`src/rtl/serial_subtractor.sv`:
```
// Bit-serial LSB-first unsigned subtractor: diff = ain - bin with borrow out.
// Start/busy/done handshake, one operation in flight, all outputs registered.
module serial_subtractor #(
  parameter int WIDTH = 8
) (
  input  logic             clk,
  input  logic             reset,
  input  logic             start,
  input  logic [WIDTH-1:0] ain,
  input  logic [WIDTH-1:0] bin,
  output logic             busy,
  output logic             done,
  output logic [WIDTH-1:0] diff,
  output logic             bo
);

  localparam int CW = $clog2(WIDTH + 1);
  localparam logic [CW-1:0] LAST_CNT = CW'(WIDTH - 1);

  typedef enum logic [1:0] {
    IDLE  = 2'd0,
    SHIFT = 2'd1,
    DONE  = 2'd2
  } state_t;

  state_t           state_r, state_s;
  logic [WIDTH-1:0] a_sr_r, a_sr_s;
  logic [WIDTH-1:0] b_sr_r, b_sr_s;
  logic [WIDTH-1:0] r_sr_r, r_sr_s;
  logic             br_r, br_s;
  logic [CW-1:0]    cnt_r, cnt_s;
  logic             busy_r, busy_s;
  logic             done_r, done_s;
  logic [WIDTH-1:0] diff_r, diff_s;
  logic             bo_r, bo_s;
  logic             d_bit_s;

  function automatic logic borrow_next(input logic a, input logic b, input logic bi);
    return (~a & b) | (~(a ^ b) & bi);
  endfunction

  // Next-state, datapath and output decode for the serial sequencer
  always_comb begin
    state_s = state_r;
    a_sr_s  = a_sr_r;
    b_sr_s  = b_sr_r;
    r_sr_s  = r_sr_r;
    br_s    = br_r;
    cnt_s   = cnt_r;
    busy_s  = busy_r;
    done_s  = 1'b0;
    diff_s  = diff_r;
    bo_s    = bo_r;
    d_bit_s = a_sr_r[0] ^ b_sr_r[0] ^ br_r;
    case (state_r)
      IDLE: begin
        if (start) begin
          a_sr_s  = ain;
          b_sr_s  = bin;
          r_sr_s  = {WIDTH{1'b0}};
          br_s    = 1'b0;
          cnt_s   = {CW{1'b0}};
          busy_s  = 1'b1;
          state_s = SHIFT;
        end else begin
          busy_s  = 1'b0;
          state_s = IDLE;
        end
      end
      SHIFT: begin
        br_s   = borrow_next(a_sr_r[0], b_sr_r[0], br_r);
        r_sr_s = {d_bit_s, r_sr_r[WIDTH-1:1]};
        a_sr_s = {1'b0, a_sr_r[WIDTH-1:1]};
        b_sr_s = {1'b0, b_sr_r[WIDTH-1:1]};
        cnt_s  = cnt_r + CW'(1);
        busy_s = 1'b1;
        // Last bit: publish the completed result together with the done pulse
        if (cnt_r == LAST_CNT) begin
          diff_s  = r_sr_s;
          bo_s    = br_s;
          done_s  = 1'b1;
          state_s = DONE;
        end else begin
          state_s = SHIFT;
        end
      end
      DONE: begin
        busy_s  = 1'b0;
        state_s = IDLE;
      end
      default: begin
        busy_s  = 1'b0;
        state_s = IDLE;
      end
    endcase
  end

  // State, operand/result shift registers and registered outputs
  always_ff @(posedge clk or negedge reset) begin
    if (!reset) begin
      state_r <= IDLE;
      a_sr_r  <= {WIDTH{1'b0}};
      b_sr_r  <= {WIDTH{1'b0}};
      r_sr_r  <= {WIDTH{1'b0}};
      br_r    <= 1'b0;
      cnt_r   <= {CW{1'b0}};
      busy_r  <= 1'b0;
      done_r  <= 1'b0;
      diff_r  <= {WIDTH{1'b0}};
      bo_r    <= 1'b0;
    end else begin
      state_r <= state_s;
      a_sr_r  <= a_sr_s;
      b_sr_r  <= b_sr_s;
      r_sr_r  <= r_sr_s;
      br_r    <= br_s;
      cnt_r   <= cnt_s;
      busy_r  <= busy_s;
      done_r  <= done_s;
      diff_r  <= diff_s;
      bo_r    <= bo_s;
    end
  end

  assign busy = busy_r;
  assign done = done_r;
  assign diff = diff_r;
  assign bo   = bo_r;

endmodule

```
`config.mk`:
```
export PLATFORM = sky130hd
export DESIGN_NAME = serial_subtractor
export DESIGN_NICKNAME = d
export VERILOG_FILES = /design/src/rtl/serial_subtractor.sv
export SDC_FILE = /design/constraint.sdc
export NUM_CORES = 1
export LEC_CHECK = 0
export CORE_ASPECT_RATIO = 0.5
export CORE_MARGIN = 5
export CORE_UTILIZATION = 47
export CTS_CLUSTER_SIZE = 14
export DETAILED_ROUTE_END_ITERATION = 7
export PLACE_DENSITY_LB_ADDON = 0.1
export RECOVER_POWER = 25
export SLEW_MARGIN = 10
export SYNTH_ARGS = -nofsm -noshare
export SYNTH_HDL_FRONTEND = slang
export SYNTH_SLANG_ARGS = --single-unit
```
`constraint.sdc`:
```
create_clock -name clk -period 1.5 [get_ports clk]
set_input_delay 0.225 -clock clk [delete_from_list [all_inputs] [get_ports clk]]
set_output_delay 0.225 -clock clk [all_outputs]
set_load 0.01 [all_outputs]
```
# Word level (Yosys, flattened, before mapping)
# Cells that the tools add are included.
# Widths: inputs -> output; s select.
[op_classes] n_mux=17 n_addsub=1 n_reduce_logical=4 bitwise=7 n_eq_ne=3
[op_table] cell="$pmux 8 s2" count=3
[op_table] cell="$mux 8" count=3
[op_table] cell="$pmux 4 s2" count=1
[op_table] cell="$mux 1" count=5
[op_table] cell="$add 4x1->4 const B" count=1
[op_table] cell="$eq 4x3->1 const B" count=1
[op_table] cell="$mux 4" count=1
[op_table] cell="$pmux 1 s2" count=2
[op_table] cell="$pmux 2 s2" count=1
[op_table] cell="$reduce_and 2->1" count=2
[op_table] cell="$and 1x1->1" count=2
[op_table] cell="$eq 2x1->1 const B" count=1
[op_table] cell="$logic_not 2->1" count=1
[op_table] cell="$mux 2" count=1
[op_table] cell="$ne 2x2->1 const B" count=1
[op_table] cell="$not 1->1" count=2
[op_table] cell="$reduce_bool 2->1" count=1
[op_table] cell="$xor 1x1->1" count=2
[op_table] cell="$or 1x1->1" count=1
[word_totals] regBits=42 out_inout_bits=11 elab_cells=42 in_bits=19

# Depth between registers and ports, before layout
# Gate-level depths: netlist (run 1).
[depth] ltp_word=5 ltp_mapped=5 mapped_depth_nobuf=4

# Worst setup path after synthesis (run 1)
# Ideal clock, no wire load.
[synth_path] path_type="reg2reg" startpoint="register cnt_r[0]" endpoint="register diff_r[0], in the netlist diff[0]" required_time_ns=1.375 n_path_buf=0 path_slack_ns=0.055 path_stages_with_launch=5 setup_time_ns=0.125 t_arrival_ns=1.321 synth_period_minus_slack_ns=1.445 path_cell_list="dfrtp_1 ha_1 nand2_1 nor3_4 mux2_2"
[synth_between] elab_chain_len=2
[synth_lines] element="start, declared" line_no="31" text="logic [CW-1:0] cnt_r, cnt_s;"
[synth_lines] element="start signal, assigned" line_no="106" text="cnt_r <= {CW{1'b0}};"
[synth_lines] element="start signal, assigned" line_no="117" text="cnt_r <= cnt_s;"
[synth_lines] element="$eq 4x3->1" line_no="78" text="if (cnt_r == LAST_CNT) begin"
[synth_lines] element="$reduce_and 2->1 (no source line)"
[synth_lines] element="end signal, assigned" line_no="109" text="diff_r <= {WIDTH{1'b0}};"
[synth_lines] element="end signal, assigned" line_no="120" text="diff_r <= diff_s;"
[synth_lines] element="end, declared" line_no="34" text="logic [WIDTH-1:0] diff_r, diff_s;"
# Every way passes these cells.
# A chain may end at the register's enable or synchronous reset.

# Final worst setup path (run 1)
[layout_path] startpoint="register bo_r, in the netlist bo" endpoint="output bo"
[layout_rtl] element="start, declared" line_no="35" text="logic bo_r, bo_s;"
[layout_rtl] element="start signal, assigned" line_no="121" text="bo_r <= bo_s;"
[layout_rtl] element="end, declared" line_no="14" text="output logic bo"
# No word-level cell between the ends.

==> metrics.cfg, run 1 <==
[route]
firstDrtPassIters = 4
drtAntennaViolNets = 0
routed_wl_microns = 3750
vias = 1296
wl_per_cell_microns = 15.1
drc = 0
vias_per_cell = 5.23
drt_iter0_markers = 48

[synth]
synthCells = 154
synth_area_sq_um = 1760
synth_xor_area_share_pct = 0
synth_top_cell_area_share_pct = 56.8
synthSimpleGateAreaFrac_pct = 9.52
synthTopCellsByArea = dfrtp_1 (57%), nor2b_1 (6.0%), a22oi_1 (6.0%)
ys_warn_count = 0
yosys-mux-area-fraction_pct = 6.32
yosysUniqueCellTypes = 26
synth_top_family_by_area = compound AO/OA/AOI/OAI gates
syn_nets = 175
synth-seq-cells = 40
synth_compound_area_share_pct = 21.9
synth_largest_area_cell = dfrtp_1
avgSynthCellArea_sq_um = 11.4
ys_seq_area_share_pct = 56.8
synthAdderAreaFrac_pct = 1.85

[critical_path]
worst-path-buf-inv = 1
crit_chain = clkdlybuf4s50_1
startpoint_type = flip-flop
cp_top_family = buffers and inverters
critPathArrivalTime_ns = 1.21
worst_setup_path_end_kind = primary output
required_ns = 1.27
crit_path_top_delay_cell = clkdlybuf4s50_1
max_stage_delay_ns = 0.55
path_max_fanout = 2
path_class = reg2out

[global_route]
use_met1_pct = 22.0
grt_use_met3_pct = 5.97
overflow = 0
grt_max_degree = 41
grt_first_pass_wirelength_microns = 6350
use_met2_pct = 25.3
grt_busiest_layer = met2
grt_pass1_vias = 1335
groute.usage.overall_pct = 16.5
antenna_found_initial = 0

[timing]
fmax_mhz = 697
finalHoldViolations = 0
maxSlewHeadroom_pct = 34.1
drv_slew = 0
rsz0062_at_grt = no
fin_hold_ws_ns = 0.170
final.setup.tns_ns = 0
worstMarginPinSlew_ns = 0.988
setup_ws_ns = 0.0655
setup_viol = 0
fin_skew_ns = 0.00590
fin_crit_sh_pct = 95.6
timing.final.crit_period_ns = 1.43

[layout]
num-nets-final = 217
diodes = 0
area_growth_pct = 29.8
finalNonFillerCells = 248
fin_area_sq_um = 2290
drive_gt1_share_pct = 18.3

[cts]
htreeDepth = 2
numCtsBuffers = 5
cts_setup_buffers = 0
clockRootBuffer = clkbuf_8
clkSlewWorstSetupHoldPaths_ns = 0.08
clk_path_buf_depth = 2
cts_sinks = 40
cts_tree = yes
insertion_delay_ns = 0.29

[floorplan]
dieWidth_microns = 96.6
fp.coreArea_sq_um = 3530
start_util_pct = 49.9
num_rows = 15
dieArea_sq_um = 5150
ioPinCount = 30
die_h_microns = 53.3

[power]
total_leakage_power_uw = 0.000989
p_seq_share_pct = 43.8
p_int_uw = 2690
swShare_pct = 33.5
power.switching_uw = 1350
pwr_density_cell_nw_per_um2 = 1760
vdd_drop_max_uv = 1020
combPwrFrac_pct = 38.9
power.share.clock_pct = 17.4

[run]
drv_cap = 0

[place]
placedInstanceArea_sq_um = 2200
place_ws_ns = 0.0112
dp_hpwl_microns = 2480
place.gp.congestion = 0.801
dpl.cell_count = 240
portBuffers = 29

[min_path]
hp-class = in2async

[run_status]
outcome = complete, no violations

[metal layers]
| metal | part of all wire [%] | up-vias |
|---|---|---|
| met4 | 0.37 | 0 |
| met2 | 44 | 22 |
| met3 | 6.1 | 2 |
| met5 | 0 | - |
| li1 | - | 637 |
| met1 | 49 | 635 |
[power groups by stage]
stage	registers, uW	logic [uW]	clock network (uW)
global placement	1770	1540	0
global route	1820	1740	768
CTS	1760	1590	722
finish	1770	1570	702
detailed placement	1780	1570	0
floorplan	1780	875	0
[registers in the layout (all words and copies together), names as in the netlist]
name	count
busy	1
done	1
r_sr_r	7
cnt_r	4
a_sr_r	8
state_r	1
diff	8
br_r	1
bo	1
b_sr_r	8
[timing repair]
| action | in CTS | in global routing |
|---|---|---|
| gates resized for setup | 3 | 0 |
| hold buffers | 0 | 0 |
| setup endpoints to repair | 1 | 0 |
[through the flow]
| stage | total power, uW | util (%) |
|---|---|---|
| CTS | 4070 | 64.9 |
| floorplan | 2650 | - |
| global placement | 3310 | 62.2 |
| detailed placement | 3350 | 62.2 |
| global route | 4330 | 64.8 |
| finish | 4040 | 64.8 |
[placed cells by master (no fill, tap or decap), drive strengths merged]
cell           Yosys  final
clkbuf             5      6
ha                 1      1
a22o               9      9
nor2               2      2
nand2              5      5
dfrtp             40     40
a41oi              1      1
clkinv             0      3
inv                4      4
mux2i              1      1
mux2               9      9
a21oi             16     16
nand3              1      1
fa                 1      1
a22oi             14     14
nand2b             1      1
o21bai             1      1
clkdlybuf4s50      0     27
nor2b             17     17
nor3               1      1
o22ai              1      1
a2bb2oi            1      1
a31oi              1      1
buf                5     16
o21ai             17     17
dlygate4sd2        0      1
[kinds of logic (layout without fill, tap and decap cells)]
group,Yosys count,in the layout
compound gates,61,61
fa+ha+maj,2,2
buf+inv,14,57
flops,40,40
mux,10,10
simple gates,27,27
[worst paths after layout]
| kind | to | cells after the start | slack [ns] | startpoint |
|---|---|---|---|---|
| setup / recovery | bo | 1 | 0.07 | bo |
| hold / removal | a_sr_r[2] | 2 | 0.17 | reset |
| setup reg to reg | diff[2] | 5 | 0.08 | cnt_r[1] |
| hold reg to reg | r_sr_r[1] | 1 | 0.51 | r_sr_r[1] |
| max in group asynchronous | cnt_r[2] | 2 | 0.72 | reset |
| min in group clk | r_sr_r[1] | 1 | 0.51 | r_sr_r[1] |
[synthesized netlist by cell type (all sizes together)]
library cell and n:
inv 4, a2bb2oi 1, a22oi 14, dfrtp 40, nor3 1, nor2b 17, o22ai 1, fa 1
buf 5, nand2b 1, nand2 5, nand3 1, a41oi 1, a22o 9, mux2 9, a31oi 1
clkbuf 5, ha 1, a21oi 16, o21bai 1, mux2i 1, o21ai 17, nor2 2
[area by class of cell]
type | instances | area (sq um)
Fill cell | 313 | 1240
Clock inverter | 3 | 18.8
Inverter | 4 | 15.0
Sequential cell | 40 | 1000
Multi-Input combinational cell | 100 | 698
Timing Repair Buffer | 45 | 422
Tap cell | 51 | 63.8
Clock buffer | 5 | 68.8
No activity file was read; power rests on OpenSTA's default activity.
==> run 2, diff against run 1 <==
--- a/config.mk
+++ b/config.mk
@@ -12,6 +12,7 @@
 export DETAILED_ROUTE_END_ITERATION = 7
 export PLACE_DENSITY_LB_ADDON = 0.1
 export RECOVER_POWER = 25
+export SETUP_SLACK_MARGIN = 0.02
 export SLEW_MARGIN = 10
 export SYNTH_ARGS = -nofsm -noshare
 export SYNTH_HDL_FRONTEND = slang
==> metrics.cfg, run 2 (synthesis results as in run 1) <==
[run_status]
outcome = complete, no violations  ; unchanged

[global_route]
antenna_found_initial = 0  ; unchanged
groute.usage.overall_pct = 16.5  ; unchanged
overflow = 0  ; unchanged
grt_max_degree = 41  ; unchanged
grt_pass1_vias = 1335  ; unchanged
grt_first_pass_wirelength_microns = 6350  ; unchanged

[layout]
fill_cells = 311  ; was 313
num-nets-final = 218  ; was 217
fin_area_sq_um = 2300  ; was 2290 sq um
multi_input_area_sq_um = 698  ; unchanged
layout_common_cells = dfrtp_1 (40), clkdlybuf4s50_1 (26), nor2b_1 (17)  ; was dfrtp_1 (40), clkdlybuf4s50_1 (27), nor2b_1 (17)
diodes = 0  ; unchanged
seq_area_sq_um = 1000  ; unchanged
final_common_cell = dfrtp_1  ; unchanged
area_growth_pct = 30.4  ; was 29.8%
drive_gt1_share_pct = 18.7  ; was 18.3%
finalNonFillerCells = 249  ; was 248

[timing]
maxSlewHeadroom_pct = 34.2  ; was 34.1%
setup_viol = 0  ; unchanged
finalHoldViolations = 0  ; unchanged
rsz0062_at_grt = yes  ; was no
fmax_mhz = 708  ; was 697 MHz
drv_slew = 0  ; unchanged
worstMarginPinSlew_ns = 0.988  ; about the same
fin_skew_ns = 0.00530  ; was 0.00590 ns
fin_hold_ws_ns = 0.169  ; was 0.170 ns
fin_crit_sh_pct = 94.2  ; was 95.6%
final.setup.tns_ns = 0  ; unchanged
timing.final.crit_period_ns = 1.41  ; was 1.43 ns

[power]
p_seq_share_pct = 43.7  ; was 43.8%
power.switching_uw = 1350  ; about the same
swShare_pct = 33.5  ; about the same
vdd_drop_max_uv = 1020  ; about the same
pwr_density_cell_nw_per_um2 = 1760  ; about the same
power.share.clock_pct = 17.3  ; was 17.4%
combPwrFrac_pct = 38.9  ; about the same
total_leakage_power_uw = 0.00101  ; was 0.000989 uW
p_int_uw = 2690  ; about the same

[floorplan]
fp.coreArea_sq_um = 3530  ; unchanged
num_rows = 15  ; unchanged
die_h_microns = 53.3  ; unchanged
dieArea_sq_um = 5150  ; unchanged
start_util_pct = 49.9  ; unchanged
ioPinCount = 30  ; unchanged
dieWidth_microns = 96.6  ; unchanged

[critical_path]
path_class = reg2reg  ; was reg2out
timing.rr.start = cnt_r[1]  ; unchanged
r2r_setup_slack_ns = 0.09  ; was 0.08 ns
crit_path_top_delay_cell = dfrtp_1  ; was clkdlybuf4s50_1
startpoint = cnt_r[1]  ; was bo
cp_top_family = flip-flops  ; was buffers and inverters
r2r.worst_path.cells = 5  ; unchanged
required_ns = 1.68  ; was 1.27 ns
max_stage_delay_ns = 0.36  ; was 0.55 ns
r2r-end = diff[2]  ; unchanged
path_depth = 5  ; was 1
critPathArrivalTime_ns = 1.59  ; was 1.21 ns
startpoint_type = flip-flop  ; unchanged
worst-path-buf-inv = 1  ; unchanged
crit_chain = ha_1, nand2_1, nor3_4, buf_12, mux2_2  ; was clkdlybuf4s50_1
path_max_fanout = 9  ; was 2
crit_path_end = diff[2]  ; was bo
worst_setup_path_end_kind = flip-flop  ; was primary output

[route]
drc = 0  ; unchanged
drt_iter0_markers = 28  ; was 48
routed_wl_microns = 3760  ; was 3750 microns
drtAntennaViolNets = 0  ; unchanged
vias = 1310  ; was 1296
vias_per_cell = 5.26  ; was 5.23
wl_per_cell_microns = 15.1  ; about the same
firstDrtPassIters = 4  ; unchanged

[cts]
cts_tree = yes  ; unchanged
numCtsBuffers = 5  ; unchanged
insertion_delay_ns = 0.29  ; about the same
htreeDepth = 2  ; unchanged
cts_sinks = 40  ; unchanged
clockRootBuffer = clkbuf_8  ; unchanged
clkSlewWorstSetupHoldPaths_ns = 0.08  ; about the same
clk_path_buf_depth = 2  ; unchanged

[place]
placedInstanceArea_sq_um = 2200  ; unchanged
dpl.cell_count = 240  ; unchanged
portBuffers = 29  ; unchanged
place.gp.congestion = 0.801  ; unchanged
dp_hpwl_microns = 2480  ; unchanged

[min_path]
hp-class = in2async  ; unchanged

[run]
drv_cap = 0  ; unchanged

## run 2: changes by cell type in the layout (fill, tap and decap cells not counted), sizes merged
cell | previous run | this run
buf | 16 | 17
clkdlybuf4s50 | 27 | 26
dlymetal6s2s | 0 | 1
## run 2: power groups by stage
stage | sequential, uW | combinational (uW) | clock (uW)
after floorplan | 1780 | 875 | 0
after global placement | 1770 | 1540 | 0
after detailed placement | 1780 | 1570 | 0
after CTS | 1760 | 1590 | 722
after global routing | 1820 | 1740 | 768
final | 1770 | 1570 | 700
## run 2: area by class of cell
class,instances,share of cell area [%]
clock buffers,5,3.00
clock inverters,3,0.817
inverters,4,0.654
multi-input cells,100,30.4
flip-flops and latches,40,43.6
well taps,51,2.78
repair buffers,46,18.8
## run 2: worst min-delay path by stage
stage / endpoint / start / cells past startpoint / slack, ns
6_report: a_sr_r[2] / reset / 2 / 0.17
4_1_cts: r_sr_r[4] / reset / 2 / 0.001
2_1_floorplan: a_sr_r[0] / reset / 0 / -0.07
3_5_place_dp: a_sr_r[1] / reset / 2 / 0.32
5_1_grt: a_sr_r[2] / reset / 2 / 0.27
3_3_place_gp: a_sr_r[1] / reset / 2 / 0.31
## run 2: timing repair
action                                  4_1_cts  5_1_grt
gates resized for setup                       3        1
setup buffers                                 0        1
hold buffers                                  0        0
endpoints found under the setup margin        1        4
## run 2: per-layer routing
layer  vias to the layer above  track usage (%)  wire length (microns)
li1                        640                -                      -
met1                       644             22.0                   1850
met2                        24             25.3                   1670
met3                         2             5.97                    235
met4                         0             4.88                     14
met5                         -                0                      0
## run 2: metrics by stage
step	power [uW]	worst slack, ns	util (%)
after global placement	3310	0.0530	62.2
final	4040	0.0870	65.1
after floorplan	2650	0.0546	-
after CTS	4070	0.0476	64.9
after global routing	4340	0.0159	65.1
after detailed placement	3350	0.0112	62.2
==> run 3, diff against run 2 <==
--- a/config.mk
+++ b/config.mk
@@ -10,6 +10,7 @@
 export CORE_UTILIZATION = 47
 export CTS_CLUSTER_SIZE = 14
 export DETAILED_ROUTE_END_ITERATION = 7
+export HOLD_SLACK_MARGIN = 0.1
 export PLACE_DENSITY_LB_ADDON = 0.1
 export RECOVER_POWER = 25
 export SETUP_SLACK_MARGIN = 0.02
==> metrics.cfg, run 3 (synthesis results as in run 1) <==
[route]
drt_iter0_markers = 41  ; was 28
vias_per_cell = 5.26  ; about the same
routed_wl_microns = 3760  ; about the same
drc = 0  ; unchanged
vias = 1314  ; was 1310
drtAntennaViolNets = 0  ; unchanged
firstDrtPassIters = 6  ; was 4
wl_per_cell_microns = 15.0  ; was 15.1 microns

[critical_path]
worst-path-buf-inv = 1  ; unchanged
path_max_fanout = 9  ; unchanged
r2r.worst_path.cells = 5  ; unchanged
startpoint_type = flip-flop  ; unchanged
required_ns = 1.68  ; about the same
path_depth = 5  ; unchanged
crit_chain = ha_1, nand2_1, nor3_4, buf_12, mux2_2  ; unchanged
max_stage_delay_ns = 0.36  ; about the same
critPathArrivalTime_ns = 1.59  ; about the same
cp_top_family = flip-flops  ; unchanged
path_class = reg2reg  ; unchanged
worst_setup_path_end_kind = flip-flop  ; unchanged
crit_path_top_delay_cell = dfrtp_1  ; unchanged

[layout]
layout_common_cells = dfrtp_1 (40), clkdlybuf4s50_1 (26), nor2b_1 (17)  ; unchanged
num-nets-final = 219  ; was 218
fin_util_pct = 65.4  ; was 65.1%
final_common_cell = dfrtp_1  ; unchanged
area_growth_pct = 31.0  ; was 30.4%
diodes = 0  ; unchanged
fin_area_sq_um = 2310  ; was 2300 sq um
drive_gt1_share_pct = 18.6  ; was 18.7%

[place]
dp_hpwl_microns = 2480  ; unchanged
placedInstanceArea_sq_um = 2200  ; unchanged
portBuffers = 29  ; unchanged
place.gp.congestion = 0.801  ; unchanged

[min_path]
hold_path_depth = 1
hp-class = reg2reg  ; was in2async

[timing]
timing.final.crit_period_ns = 1.41  ; about the same
final.setup.tns_ns = 0  ; unchanged
fin_crit_sh_pct = 94.2  ; about the same
fin_skew_ns = 0.00544  ; was 0.00530 ns
fmax_mhz = 708  ; about the same
setup_viol = 0  ; unchanged
worstMarginPinSlew_ns = 0.886  ; was 0.988 ns
maxSlewHeadroom_pct = 40.9  ; was 34.2%
fin_hold_ws_ns = 0.506  ; was 0.169 ns
rsz0062_at_grt = yes  ; unchanged
drv_slew = 0  ; unchanged
finalHoldViolations = 0  ; unchanged

[floorplan]
dieArea_sq_um = 5150  ; unchanged
fp.coreArea_sq_um = 3530  ; unchanged
num_rows = 15  ; unchanged
ioPinCount = 30  ; unchanged
dieWidth_microns = 96.6  ; unchanged
start_util_pct = 49.9  ; unchanged
die_h_microns = 53.3  ; unchanged

[run]
drv_cap = 0  ; unchanged

[power]
pwr_density_cell_nw_per_um2 = 1750  ; was 1760 nW/um^2
total_leakage_power_uw = 0.00101  ; about the same
vdd_drop_max_uv = 1020  ; about the same
p_total_uw = 4040  ; about the same

[cts]
cts_sinks = 40  ; unchanged
clkSlewWorstSetupHoldPaths_ns = 0.08  ; about the same
clk_path_buf_depth = 2  ; unchanged
insertion_delay_ns = 0.29  ; about the same
cts_tree = yes  ; unchanged
clockRootBuffer = clkbuf_8  ; unchanged
htreeDepth = 2  ; unchanged
numCtsBuffers = 5  ; unchanged

[global_route]
grt_first_pass_wirelength_microns = 6380  ; was 6350 microns
overflow = 0  ; unchanged
grt_max_degree = 41  ; unchanged
groute.usage.overall_pct = 16.6  ; was 16.5%
grt_pass1_vias = 1347  ; was 1335
antenna_found_initial = 0  ; unchanged

[run_status]
outcome = complete, no violations  ; unchanged

==> run 3: cell types whose count changed in the layout (fill, tap and decap cells not counted) <==
| cell | previous run | this run |
|---|---|---|
| clkbuf_2 | 1 | 0 |
| dlygate4sd3_1 | 0 | 1 |
| buf_2 | 1 | 2 |
==> run 3: final cells by class <==
class                           instances  area [sq um]
Clock buffer                            5          68.8
Multi-Input combinational cell        100           698
Clock inverter                          3          18.8
Inverter                                4          15.0
Fill cell                             307          1220
Tap cell                               51          63.8
Timing Repair Buffer                   47           442
Sequential cell                        40          1000
==> run 3: path summary, 6_finish.rpt <==
kind	from	endpoint	slack, ns
min	r_sr_r[1]	r_sr_r[1]	0.51
max in group asynchronous	reset	cnt_r[2]	0.27
min reg2reg	r_sr_r[1]	r_sr_r[1]	0.51
max	cnt_r[1]	diff[2]	0.09
min in group asynchronous	reset	a_sr_r[2]	0.67
max reg2reg	cnt_r[1]	diff[2]	0.09
==> run 3: power by group <==
| group | leakage [uW] | switching (uW) | internal [uW] |
|---|---|---|---|
| clock | 0.0000479 | 376 | 324 |
| combinational | 0.000451 | 686 | 887 |
| sequential | 0.000513 | 287 | 1480 |
| total | 0.00101 | 1350 | 2690 |
==> run 3: per-stage QoR <==
step	instances	setup WS, ns
2_1_floorplan	154	0.0546
3_3_place_gp	240	0.0530
3_5_place_dp	240	0.0112
4_1_cts	249	0.0476
5_1_grt	250	0.0159
6_report	250	0.0870
==> run 3: timing repair <==
action                     CTS  global route
setup buffers                0             1
hold buffers                 1             0
resized for setup            3             1
hold endpoints to repair    40             0
setup endpoints to repair    1             4
==> run 3: metal layers <==
layer / GRT usage, % / share of wire [%]
met5: 0 / 0
met4: 4.88 / 0.37
met3: 5.97 / 6.3
met2: 25.6 / 45
met1: 22.0 / 48
